===== src/rtl/mcf_pkg.sv =====
// Shared types and default sizing for the multi-channel FIFO drain path.
// The entry types describe the default configuration.
package mcf_pkg;

  localparam int MCF_CHANNELS   = 4;
  localparam int MCF_DATA_WIDTH = 32;
  localparam int MCF_CH_W       = $clog2(MCF_CHANNELS);

  typedef logic [MCF_CH_W-1:0] ch_id_t;

  typedef struct packed {
    logic [MCF_DATA_WIDTH-1:0] data;
    ch_id_t                    ch;
  } drain_entry_t;

endpackage


===== src/rtl/mcf_rr_arbiter.sv =====
// Combinational round-robin arbiter: the search starts just above rr_last
// and wraps upward, using a double-width masked request vector.
module mcf_rr_arbiter
  import mcf_pkg::*;
#(
  parameter int CHANNELS = MCF_CHANNELS,
  parameter int CH_W     = $clog2(CHANNELS)
) (
  input  logic [CHANNELS-1:0] req,
  input  logic [CH_W-1:0]     rr_last,
  output logic [CHANNELS-1:0] grant,
  output logic [CH_W-1:0]     grant_idx,
  output logic                grant_valid
);

  logic [CHANNELS-1:0]   mask;
  logic [2*CHANNELS-1:0] req_dbl;

  generate
    for (genvar gi = 0; gi < CHANNELS; gi++) begin : g_mask
      assign mask[gi] = (CH_W'(gi) > rr_last);
    end
  endgenerate

  // Low half holds only channels above rr_last, high half holds all of
  // them, so the lowest set bit is the next channel in rotation order.
  assign req_dbl = {req, req & mask};

  always_comb begin
    grant_valid = 1'b0;
    grant_idx   = '0;
    for (int j = 2*CHANNELS-1; j >= 0; j--) begin
      if (req_dbl[j]) begin
        grant_valid = 1'b1;
        grant_idx   = CH_W'((j >= CHANNELS) ? (j - CHANNELS) : j);
      end
    end
  end

  always_comb begin
    grant = '0;
    if (grant_valid) begin
      grant[grant_idx] = 1'b1;
    end
  end

endmodule


===== src/rtl/mcf_rr_drain.sv =====
// Round-robin drain of the per-channel FIFO heads onto one valid/ready
// stream, buffered by an output register plus a skid register.
module mcf_rr_drain
  import mcf_pkg::*;
#(
  parameter int CHANNELS   = MCF_CHANNELS,
  parameter int DATA_WIDTH = MCF_DATA_WIDTH,
  parameter int CH_W       = $clog2(CHANNELS)
) (
  input  logic                                clk,
  input  logic                                rst_n,
  input  logic                                flush_i,
  input  logic [CHANNELS-1:0]                 ch_empty_i,
  input  logic [CHANNELS-1:0][DATA_WIDTH-1:0] ch_data_i,
  output logic [CHANNELS-1:0]                 ch_pop_o,
  output logic                                out_valid_o,
  input  logic                                out_ready_i,
  output logic [DATA_WIDTH-1:0]               out_data_o,
  output logic [CH_W-1:0]                     out_ch_o
);

  typedef struct packed {
    logic [DATA_WIDTH-1:0] data;
    logic [CH_W-1:0]       ch;
  } entry_t;

  localparam logic [CH_W-1:0] RR_INIT = CH_W'(CHANNELS - 1);

  entry_t              out_reg, out_next;
  entry_t              skid_reg, skid_next;
  entry_t              pop_entry;
  logic                out_valid_reg, out_valid_next;
  logic                skid_valid_reg, skid_valid_next;
  logic [CH_W-1:0]     rr_last_reg, rr_last_next;

  logic [CHANNELS-1:0] req;
  logic [CHANNELS-1:0] grant;
  logic [CH_W-1:0]     grant_idx;
  logic                grant_valid;
  logic                can_accept;
  logic                pop_en;
  logic                pop;
  logic                out_free;

  assign req = ~ch_empty_i;

  mcf_rr_arbiter #(
    .CHANNELS (CHANNELS),
    .CH_W     (CH_W)
  ) u_arbiter (
    .req         (req),
    .rr_last     (rr_last_reg),
    .grant       (grant),
    .grant_idx   (grant_idx),
    .grant_valid (grant_valid)
  );

  // Pop eligibility looks only at registered skid state, never out_ready_i.
  assign can_accept = ~skid_valid_reg;
  assign pop_en     = can_accept & ~flush_i & rst_n;
  assign ch_pop_o   = grant & {CHANNELS{pop_en}};
  assign pop        = grant_valid & pop_en;

  assign pop_entry.data = ch_data_i[grant_idx];
  assign pop_entry.ch   = grant_idx;

  assign out_free = ~out_valid_reg | out_ready_i;

  always_comb begin
    out_next        = out_reg;
    out_valid_next  = out_valid_reg;
    skid_next       = skid_reg;
    skid_valid_next = skid_valid_reg;
    rr_last_next    = rr_last_reg;

    if (pop) begin
      rr_last_next = grant_idx;
    end

    if (out_free) begin
      // A valid skid entry is older than anything popped now; pop is 0 here.
      if (skid_valid_reg) begin
        out_next        = skid_reg;
        out_valid_next  = 1'b1;
        skid_valid_next = 1'b0;
      end else if (pop) begin
        out_next       = pop_entry;
        out_valid_next = 1'b1;
      end else begin
        out_valid_next = 1'b0;
      end
    end else if (pop) begin
      skid_next       = pop_entry;
      skid_valid_next = 1'b1;
    end

    if (flush_i) begin
      out_valid_next  = 1'b0;
      skid_valid_next = 1'b0;
      rr_last_next    = RR_INIT;
    end
  end

  always_ff @(posedge clk) begin
    if (!rst_n) begin
      out_reg        <= '0;
      skid_reg       <= '0;
      out_valid_reg  <= 1'b0;
      skid_valid_reg <= 1'b0;
      rr_last_reg    <= RR_INIT;
    end else begin
      out_reg        <= out_next;
      skid_reg       <= skid_next;
      out_valid_reg  <= out_valid_next;
      skid_valid_reg <= skid_valid_next;
      rr_last_reg    <= rr_last_next;
    end
  end

  assign out_valid_o = out_valid_reg;
  assign out_data_o  = out_reg.data;
  assign out_ch_o    = out_reg.ch;

endmodule


===== config.mk =====
export PLATFORM = sky130hd
export DESIGN_NAME = mcf_rr_drain
export DESIGN_NICKNAME = d
export VERILOG_FILES = /design/src/rtl/mcf_pkg.sv /design/src/rtl/mcf_rr_arbiter.sv /design/src/rtl/mcf_rr_drain.sv
export SDC_FILE = /design/constraint.sdc
export NUM_CORES = 1
export LEC_CHECK = 0
export ABC_AREA = 1
export BUFFER_PORTS_ARGS = -buffer_cell sky130_fd_sc_hd__buf_2
export CAP_MARGIN = 0
export CORE_MARGIN = 2
export CORE_UTILIZATION = 40
export DETAILED_ROUTE_END_ITERATION = 12
export PLACE_DENSITY_LB_ADDON = 0.25
export SYNTH_ARGS = -nofsm -noshare
export SYNTH_HDL_FRONTEND = slang
export SYNTH_HIERARCHICAL = 1
export SYNTH_SLANG_ARGS = --single-unit
export TNS_END_PERCENT = 5

===== constraint.sdc =====
create_clock -name clk -period 5.3 [get_ports clk]
set_clock_uncertainty 0.2 [all_clocks]
set_input_delay 0.265 -clock clk [delete_from_list [all_inputs] [get_ports clk]]
set_output_delay 0.265 -clock clk [all_outputs]
set_load 0.05 [all_outputs]

# Word level (Yosys, flattened, before mapping)
# Index checks and enable logic that the tools add are counted.
# word_totals
regBits	72
in_bits	136
elab_cells	56
# op_classes
magnitude_cmp	6
n_mux	25
bitwise_logic	12
reduce_logical	6
# op_table
op	n
$mux W34	2
$bmux W32 S2	1
$mux W32	1
$mux W2	8
$mux W1	11
$and A4 B4 Y4	2
$not A1 Y1	5
$gt A1 B2 Y1 const A	2
$gt A2 B2 Y1 const A	2
$mux W4	1
$not A4 Y4	1
$reduce_and A2 Y1	2
$and A1 B1 Y1	3
$lt A2 B3 Y1 const B	1
$reduce_or A3 Y1	1
$demux W1 S2	1
$ge A2 B1 Y1 const B	1
$reduce_bool A2 Y1	1
$reduce_or A2 Y1	1
$logic_and A1 B1 Y1	1
$or A1 B1 Y1	1

# Longest topological paths before layout
# Gate-level depths: netlist of the first run.
# logic_depth
ltp_word	15
ltp_mapped	16
mapped_depth_nobuf	14

# Cells and area by module
# The synthesis of the first run kept the hierarchy.
# by_module_without_submodules
mod	instances	cells_per_inst	area_each_um2
mcf_rr_drain	1	826	4539.4
mcf_rr_arbiter	1	30	126.4

# Worst setup path before layout of the first run
# No wires, ideal clock.
# synth_path
path_kind	register -> output
startpoint	reg rr_last_reg[0]
endpoint	out ch_pop_o[3]
t_arrival_ns	1.465
setup_slack_ns	3.370
stages_incl_launch_ff	10
cell_sequence	dfxtp_1 -> nor2_1 -> nand2_1 -> nand2_1 -> inv_1 -> nand2_2 -> nand2_2 -> nor2_1 -> inv_1 -> nor2_1
# synth_via
elab_chain_cells	12
word_cells_on_any_way	20
cone_classes	order compare: 6; mux: 11; bitwise: 2; reduce/logical: 1
# synth_lines
element	line_no	rtl
start, declared	mcf_rr_drain.sv:34	logic [CH_W-1:0] rr_last_reg, rr_last_next;
start signal, assigned	mcf_rr_drain.sv:116	rr_last_reg <= rr_last_next;
$gt A2 B2 Y1	mcf_rr_arbiter.sv:21	assign mask[gi] = (CH_W'(gi) > rr_last);
$and A4 B4 Y4 *	mcf_rr_arbiter.sv:27	assign req_dbl = {req, req & mask};
$mux W2 (4 in series)	mcf_rr_arbiter.sv:33	if (req_dbl[j]) begin
$lt A2 B3 Y1 (implied by the code) or $ge A2 B1 Y1 (tied branches)	mcf_rr_arbiter.sv:43	grant[grant_idx] = 1'b1;
$logic_and A1 B1 Y1 (implied by the code)	mcf_rr_arbiter.sv:43	
$mux W1 (implied by the code)	mcf_rr_arbiter.sv:43	
$demux W1 S2	-	
$mux W4 *	mcf_rr_arbiter.sv:42	if (grant_valid) begin
via grant[3]	mcf_rr_drain.sv:37	logic [CHANNELS-1:0] grant;
$and A4 B4 Y4 *	mcf_rr_drain.sv:61	assign ch_pop_o = grant & {CHANNELS{pop_en}};
end, declared	mcf_rr_drain.sv:15	output logic [CHANNELS-1:0] ch_pop_o,
# The timed path passes the listed nets; every way through them passes the cells marked *.

# Worst setup path in the final report of the first run
# layout_path
startpoint	reg skid_valid_reg
endpoint	reg out_reg (netlist bit out_data_o[24])
# layout_via
elab_chain_cells	6
word_cells_on_any_way	7
cone_classes	mux: 1; bitwise: 4; reduce/logical: 2
# layout_lines
element	line_no	rtl
start, declared	mcf_rr_drain.sv:33	logic skid_valid_reg, skid_valid_next;
start signal, assigned	mcf_rr_drain.sv:115	skid_valid_reg <= skid_valid_next;
$not A1 Y1	mcf_rr_drain.sv:59	assign can_accept = ~skid_valid_reg;
$and A1 B1 Y1 (2 in series)	mcf_rr_drain.sv:60	assign pop_en = can_accept & ~flush_i & rst_n;
$and A1 B1 Y1	mcf_rr_drain.sv:62	assign pop = grant_valid & pop_en;
$reduce_bool A2 Y1 (no source line)	-	
$reduce_and A2 Y1 (no source line)	-	
end signal, assigned	mcf_rr_drain.sv:112	out_reg <= out_next;
end, declared	mcf_rr_drain.sv:29	entry_t out_reg, out_next;
# Several ways; a longest one is shown, not always the timed one.
# A chain may end at the register's enable or synchronous reset.

==> metrics.yaml, run 1 <==
met1_length_um: 6130
dr_wl_met2_um: 6130
cts_resized: 0
synth_top_area_cell: "dfxtp_1"
cts_inserted_buffers: 9
grt_setup_unrepaired: "false"
path_class: "reg2reg"
htreeDepth: 3
clk_pin_slew_worst_paths_ns: 0.06
cp.arrival_ns: 2.81
grt_pass1_wl_um: 21800
diodes: 0
grt_pass1_vias: 4732
endpoint: "out_data_o[24]"
tightest_slew_ns: 1.13
yosysMostFrequentCell: "nand2_1"
async_flop_share_pct: 0
min_from: "flush_i"
cap_violations: 0
ys_types: 19
dpl_worst_slack_ns: 2.44
clockRootBuffer: "clkbuf_16"
grt_max_degree: 71
ir_worst_vdd_uv: 159
crit_start: "skid_valid_reg"
drc: 0
rows: 39
dr_wl_met3_um: 742
track_usage_pct: 21.0
ys_ff_latch: 72
synth.avg_cell_area_um2: 5.45
dr_total_vias: 5227
vias_per_cell: 4.59
pwr_density_cell_mw_per_mm2: 288
post-dp-hpwl_um: 8430
synthesis.area_mm2: 0.00467
ant_nets: 0
synth_top_cells_by_area: "dfxtp_1 (31%), nand2_1 (27%), nor2_1 (12%)"
ys_warn_count: 6
syn_to_final_growth_pct: 24.7
synth_top_area_share_pct: 30.9
clock-sinks: 72
hold_path.class: "in2reg"
wl_per_cell_um: 11.5
drv_slew: 0
syn_nets: 992
crit_required_ns: 5.36
finalCritPeriodShare_pct: 51.8
first_pass_iters: 4
min_period_ns: 2.75
wl_um: 13100
reg2regPathDepth: 7
power.leakage_uw: 0.00323
startpoint_type: "register"
pin_count: 175
nNetsFinal: 1128
hold_viol: 0
antenna_found_initial: 0
die_h_um: 112
cts_tree: "done"
gp_congestion: 0.756
ys_top_cells_by_count: "nand2_1 (341), nor2_1 (149), nand3_1 (102)"
initial_core_util_pct: 40.9
dieArea_mm2: 0.0125
whs_ns: 0.0342
reg2reg_from: "skid_valid_reg"
end_kind: "register"
highest_layer: "met4"
post-cts-setup-buffers: 0
maxSlewHeadroom_pct: 24.7
clockBufferDepth: 2
synthFlopType: "dfxtp_1"
finalSetupViolCount: 0
synth_cells: 856
drive_gt1_share_pct: 20.7
hold_depth: 3
critPathMaxFanout: 38
dieWidth_um: 112
grt.overflow.total: 0
r2r_slack_ns: 2.55
largest_reg_flops: 34
dr.first_iter.drc_count: 221
synth-edff-count: 0
ctsHoldBuffers: 0
insertion_delay_ns: 0.32
place.port_buffers: 174
r2r_end: "out_data_o[24]"
setup_ws_ns: 2.55
fmax_mhz: 364
setup_tns_ns: 0
ys_seq_area_share_pct: 30.9
status: "completed"
coreArea_mm2: 0.0114
critical path, stage by stage (launching register included):
cell and delay (ns):
dfxtp_2 0.69, buf_4 0.46, o21bai_4 0.20, nand2_1 0.47
buf_4 0.40, nand2_1 0.07, nand2_1 0.05, nor2_1 0.12
report_power, final:
group          switching, uW  internal, uW  leakage [uW]
logic                    306           141       0.00249
clock network            224           425      0.000154
registers               12.2           566      0.000588
total                    542          1130       0.00323
cells by family after synthesis:
kind of cell,Yosys count,synth area share (%)
buffers and inverters,145,13.1
flip-flops,72,30.9
AND/OR/NAND/NOR,597,51.3
AO/OA/AOI/OAI,42,4.69
layer usage:
metal | vias up | track usage (%)
met5 | - | 0
met4 | 0 | 5.53
li1 | 2861 | -
met3 | 8 | 3.81
met1 | 2212 | 26.1
met2 | 146 | 37.6
stage by stage:
| step | util [%] | area, um^2 | total power (uW) | cells |
|---|---|---|---|---|
| floorplan | - | 4670 | 918 | 856 |
| global placement | 48.2 | 5500 | 1040 | 1124 |
| detailed placement | 48.2 | 5500 | 1040 | 1124 |
| CTS | 51.0 | 5820 | 1690 | 1140 |
| global route | 51.0 | 5820 | 1780 | 1140 |
| finish | 51.0 | 5820 | 1670 | 1140 |
worst min-delay path by stage:
| stage | endpoint | slack [ns] |
|---|---|---|
| 6_report | rr_last_reg[0] | 0.03 |
| 5_1_grt | rr_last_reg[0] | 0.03 |
| 4_1_cts | rr_last_reg[0] | 0.03 |
| 3_5_place_dp | out_ch_o[0] | 0.27 |
| 3_3_place_gp | out_ch_o[1] | 0.27 |
| 2_1_floorplan | rr_last_reg[0] | 0.20 |
area by class of cell:
class,instances,area [um^2]
timing repair buffer,180,916
clock buffer,13,250
clock inverter,3,65.1
inverter,90,338
tap,143,179
fill,1274,5600
multi-input combinational,639,2630
sequential,72,1440
layout by cell type (no fill, tap or decap), types with 2 or more instances in the layout:
| cell | instances |
|---|---|
| nand2_1 | 341 |
| buf_2 | 174 |
| nor2_1 | 149 |
| nand3_1 | 102 |
| inv_1 | 84 |
| dfxtp_1 | 71 |
| a21oi_1 | 37 |
| clkbuf_16 | 9 |
| inv_2 | 6 |
| buf_4 | 6 |
| clkbuf_1 | 3 |
| nand2_2 | 3 |
| o21ai_0 | 2 |
| bufinv_16 | 2 |
Note: power is estimated with default switching activity, not from simulation.
==> inputs of run 2 (changes only) <==
==> constraint.sdc (replaced) <==
create_clock -name clk -period 2.4 [get_ports clk]
set_clock_uncertainty 0.2 [all_clocks]
set_input_delay 0.12 -clock clk [delete_from_list [all_inputs] [get_ports clk]]
set_output_delay 0.12 -clock clk [all_outputs]
set_load 0.05 [all_outputs]
==> metrics.yaml, run 2 (same netlist as run 1, synthesis figures left out) <==
gp_congestion: 0.832  # +10%
tightest_slew_ns: 0.757  # -0.370 ns
htreeDepth: 3  # unchanged
finalInstanceArea_mm2: 0.00706  # +21%
fillers: 1086  # -15%
grt_setup_unrepaired: "true"
clockRootBuffer: "clkbuf_16"
placed_area_mm2: 0.00559  # +1.5%
dr_total_vias: 5878  # +12%
initial_core_util_pct: 40.9  # unchanged
clockBufferDepth: 2  # unchanged
hold_path.class: "in2reg"
path_cells: "nor2_1 > nand2_1 > nand2_1 > inv_1 > nand2_2 > nand2_2 > inv_2 > inv_2 > buf_12 > nand2_1 > nand3_1 > dlygate4sd3_1 > a21oi_1 > nor2_1"
first_pass_iters: 5  # +1
drv_slew: 0  # unchanged
grt_pass1_vias: 5639  # +19%
fmax_mhz: 419  # +15%
post-dp-hpwl_um: 8940  # +6.0%
startpoint_type: "register"
end_kind: "register"
drc: 0  # unchanged
dr_wl_met3_um: 873  # +18%
layout_common_cells: "nand2_1 (341), buf_2 (174), nor2_1 (149)"
clk_pin_slew_worst_paths_ns: 0.06  # about the same
critPathMaxFanout: 31  # -18%
coreArea_mm2: 0.0114  # unchanged
pwr_density_cell_mw_per_mm2: 559  # +94%
met1_length_um: 6690  # +9.1%
dieWidth_um: 112  # unchanged
ir_worst_vdd_uv: 305  # +92%
slowest_stage: "dlygate4sd3_1"
placed_cells_incl_taps: 1132  # +0.71%
finalCritPeriodShare_pct: 99.5  # +48 points
crit_required_ns: 2.41  # -2.95 ns
whs_ns: 0.000860  # -0.0333 ns
cts_tree: "done"
multi_input_area_mm2: 0.00265  # +0.86%
finalSetupViolCount: 0  # unchanged
wl_um: 15500  # +18%
dieArea_mm2: 0.0125  # unchanged
pin_count: 175  # unchanged
antenna_found_initial: 0  # unchanged
final_common_cell: "nand2_1"
maxSlewHeadroom_pct: 49.5  # +25 points
grt.overflow.total: 0  # unchanged
path_class: "reg2reg"
track_usage_pct: 24.8  # +3.8 points
dr.first_iter.drc_count: 350  # +58%
stdcell_count: 1254  # +10%
ant_nets: 0  # unchanged
wl_per_cell_um: 12.3  # +7.1%
cp.arrival_ns: 2.40  # -0.41 ns
status: "completed"
slowest_delay_ns: 0.59  # -0.10 ns
dr_wl_met2_um: 7500  # +22%
r2r_slack_ns: 0.01  # -2.54 ns
place.port_buffers: 174  # unchanged
syn_to_final_growth_pct: 51.3
hold_viol: 0  # unchanged
grt_pass1_wl_um: 25800  # +18%
cap_violations: 0  # unchanged
drive_gt1_share_pct: 20.0  # -0.68 points
diodes: 0  # unchanged
rows: 39  # unchanged
nNetsFinal: 1243  # +10%
highest_layer: "met4"
seq_area_mm2: 0.00144  # about the same
vias_per_cell: 4.69  # +2.2%
crit_top_cell: "nand2_1"
clock-sinks: 72  # unchanged
insertion_delay_ns: 0.32  # about the same
largest_reg_flops: 34  # unchanged
cts_inserted_buffers: 9  # unchanged
min_period_ns: 2.39  # -0.359 ns
grt_max_degree: 69  # -2.8%
power.leakage_uw: 0.00377  # +17%
die_h_um: 112  # unchanged
==> run 2: power by group <==
| group | internal (uW) | total, uW | switching [uW] | leakage (uW) |
|---|---|---|---|---|
| Combinational | 493 | 1230 | 736 | 0.00303 |
| Clock | 960 | 1440 | 485 | 0.000159 |
| Sequential | 1250 | 1280 | 26.3 | 0.000587 |
==> run 2: cell type report <==
| class | instances | share of cell area [%] |
|---|---|---|
| Multi-Input combinational cell | 639 | 37.5 |
| Timing Repair Buffer | 295 | 30.1 |
| Sequential cell | 72 | 20.5 |
| Inverter | 90 | 4.80 |
| Clock buffer | 12 | 3.63 |
| Tap cell | 143 | 2.53 |
| Clock inverter | 3 | 0.921 |
==> run 2: timing repair <==
action                                  4_1_cts  5_1_grt
endpoints found under the hold margin        34        0
setup buffers                                 0        0
gates resized for setup                       0       25
endpoints found under the setup margin        0       18
hold buffers                                111        0
==> run 2: worst paths after layout <==
kind	start	to	depth (start not counted)
worst max-delay path	rr_last_reg[0]	skid_reg[18]	14
worst min-delay path	ch_data_i[106]	skid_reg[12]	5
worst max register to register	rr_last_reg[0]	skid_reg[18]	14
worst min register to register	out_ch_o[1]	out_ch_o[1]	2
==> run 2: metrics by stage <==
| step | power, uW | TNS, ns | util, % | setup slack [ns] |
|---|---|---|---|---|
| final | 3950 | 0 | 61.8 | 0.0126 |
| after CTS | 3950 | 0 | 61.5 | 0.00679 |
| after detailed placement | 2310 | 0 | 48.9 | 0.431 |
| after global routing | 4180 | -0.833 | 61.8 | -0.118 |
| after global placement | 2310 | 0 | 48.9 | 0.495 |
| after floorplan | 2030 | 0 | - | 0.595 |
==> run 2: worst max-delay path: cells and delay by family, from the launching register on <==
family / cells / cell delay [ns]
buffers and inverters: 5 / 0.97
and+or+nand+nor: 8 / 0.64
DFF: 1 / 0.33
AOI/OAI and AO/OA: 1 / 0.15
==> run 2: routing by layer <==
layer	up-vias	GRT usage (%)
met5	-	0
met4	0	10.7
met3	34	4.68
met2	189	44.1
met1	2565	29.2
li1	3090	-
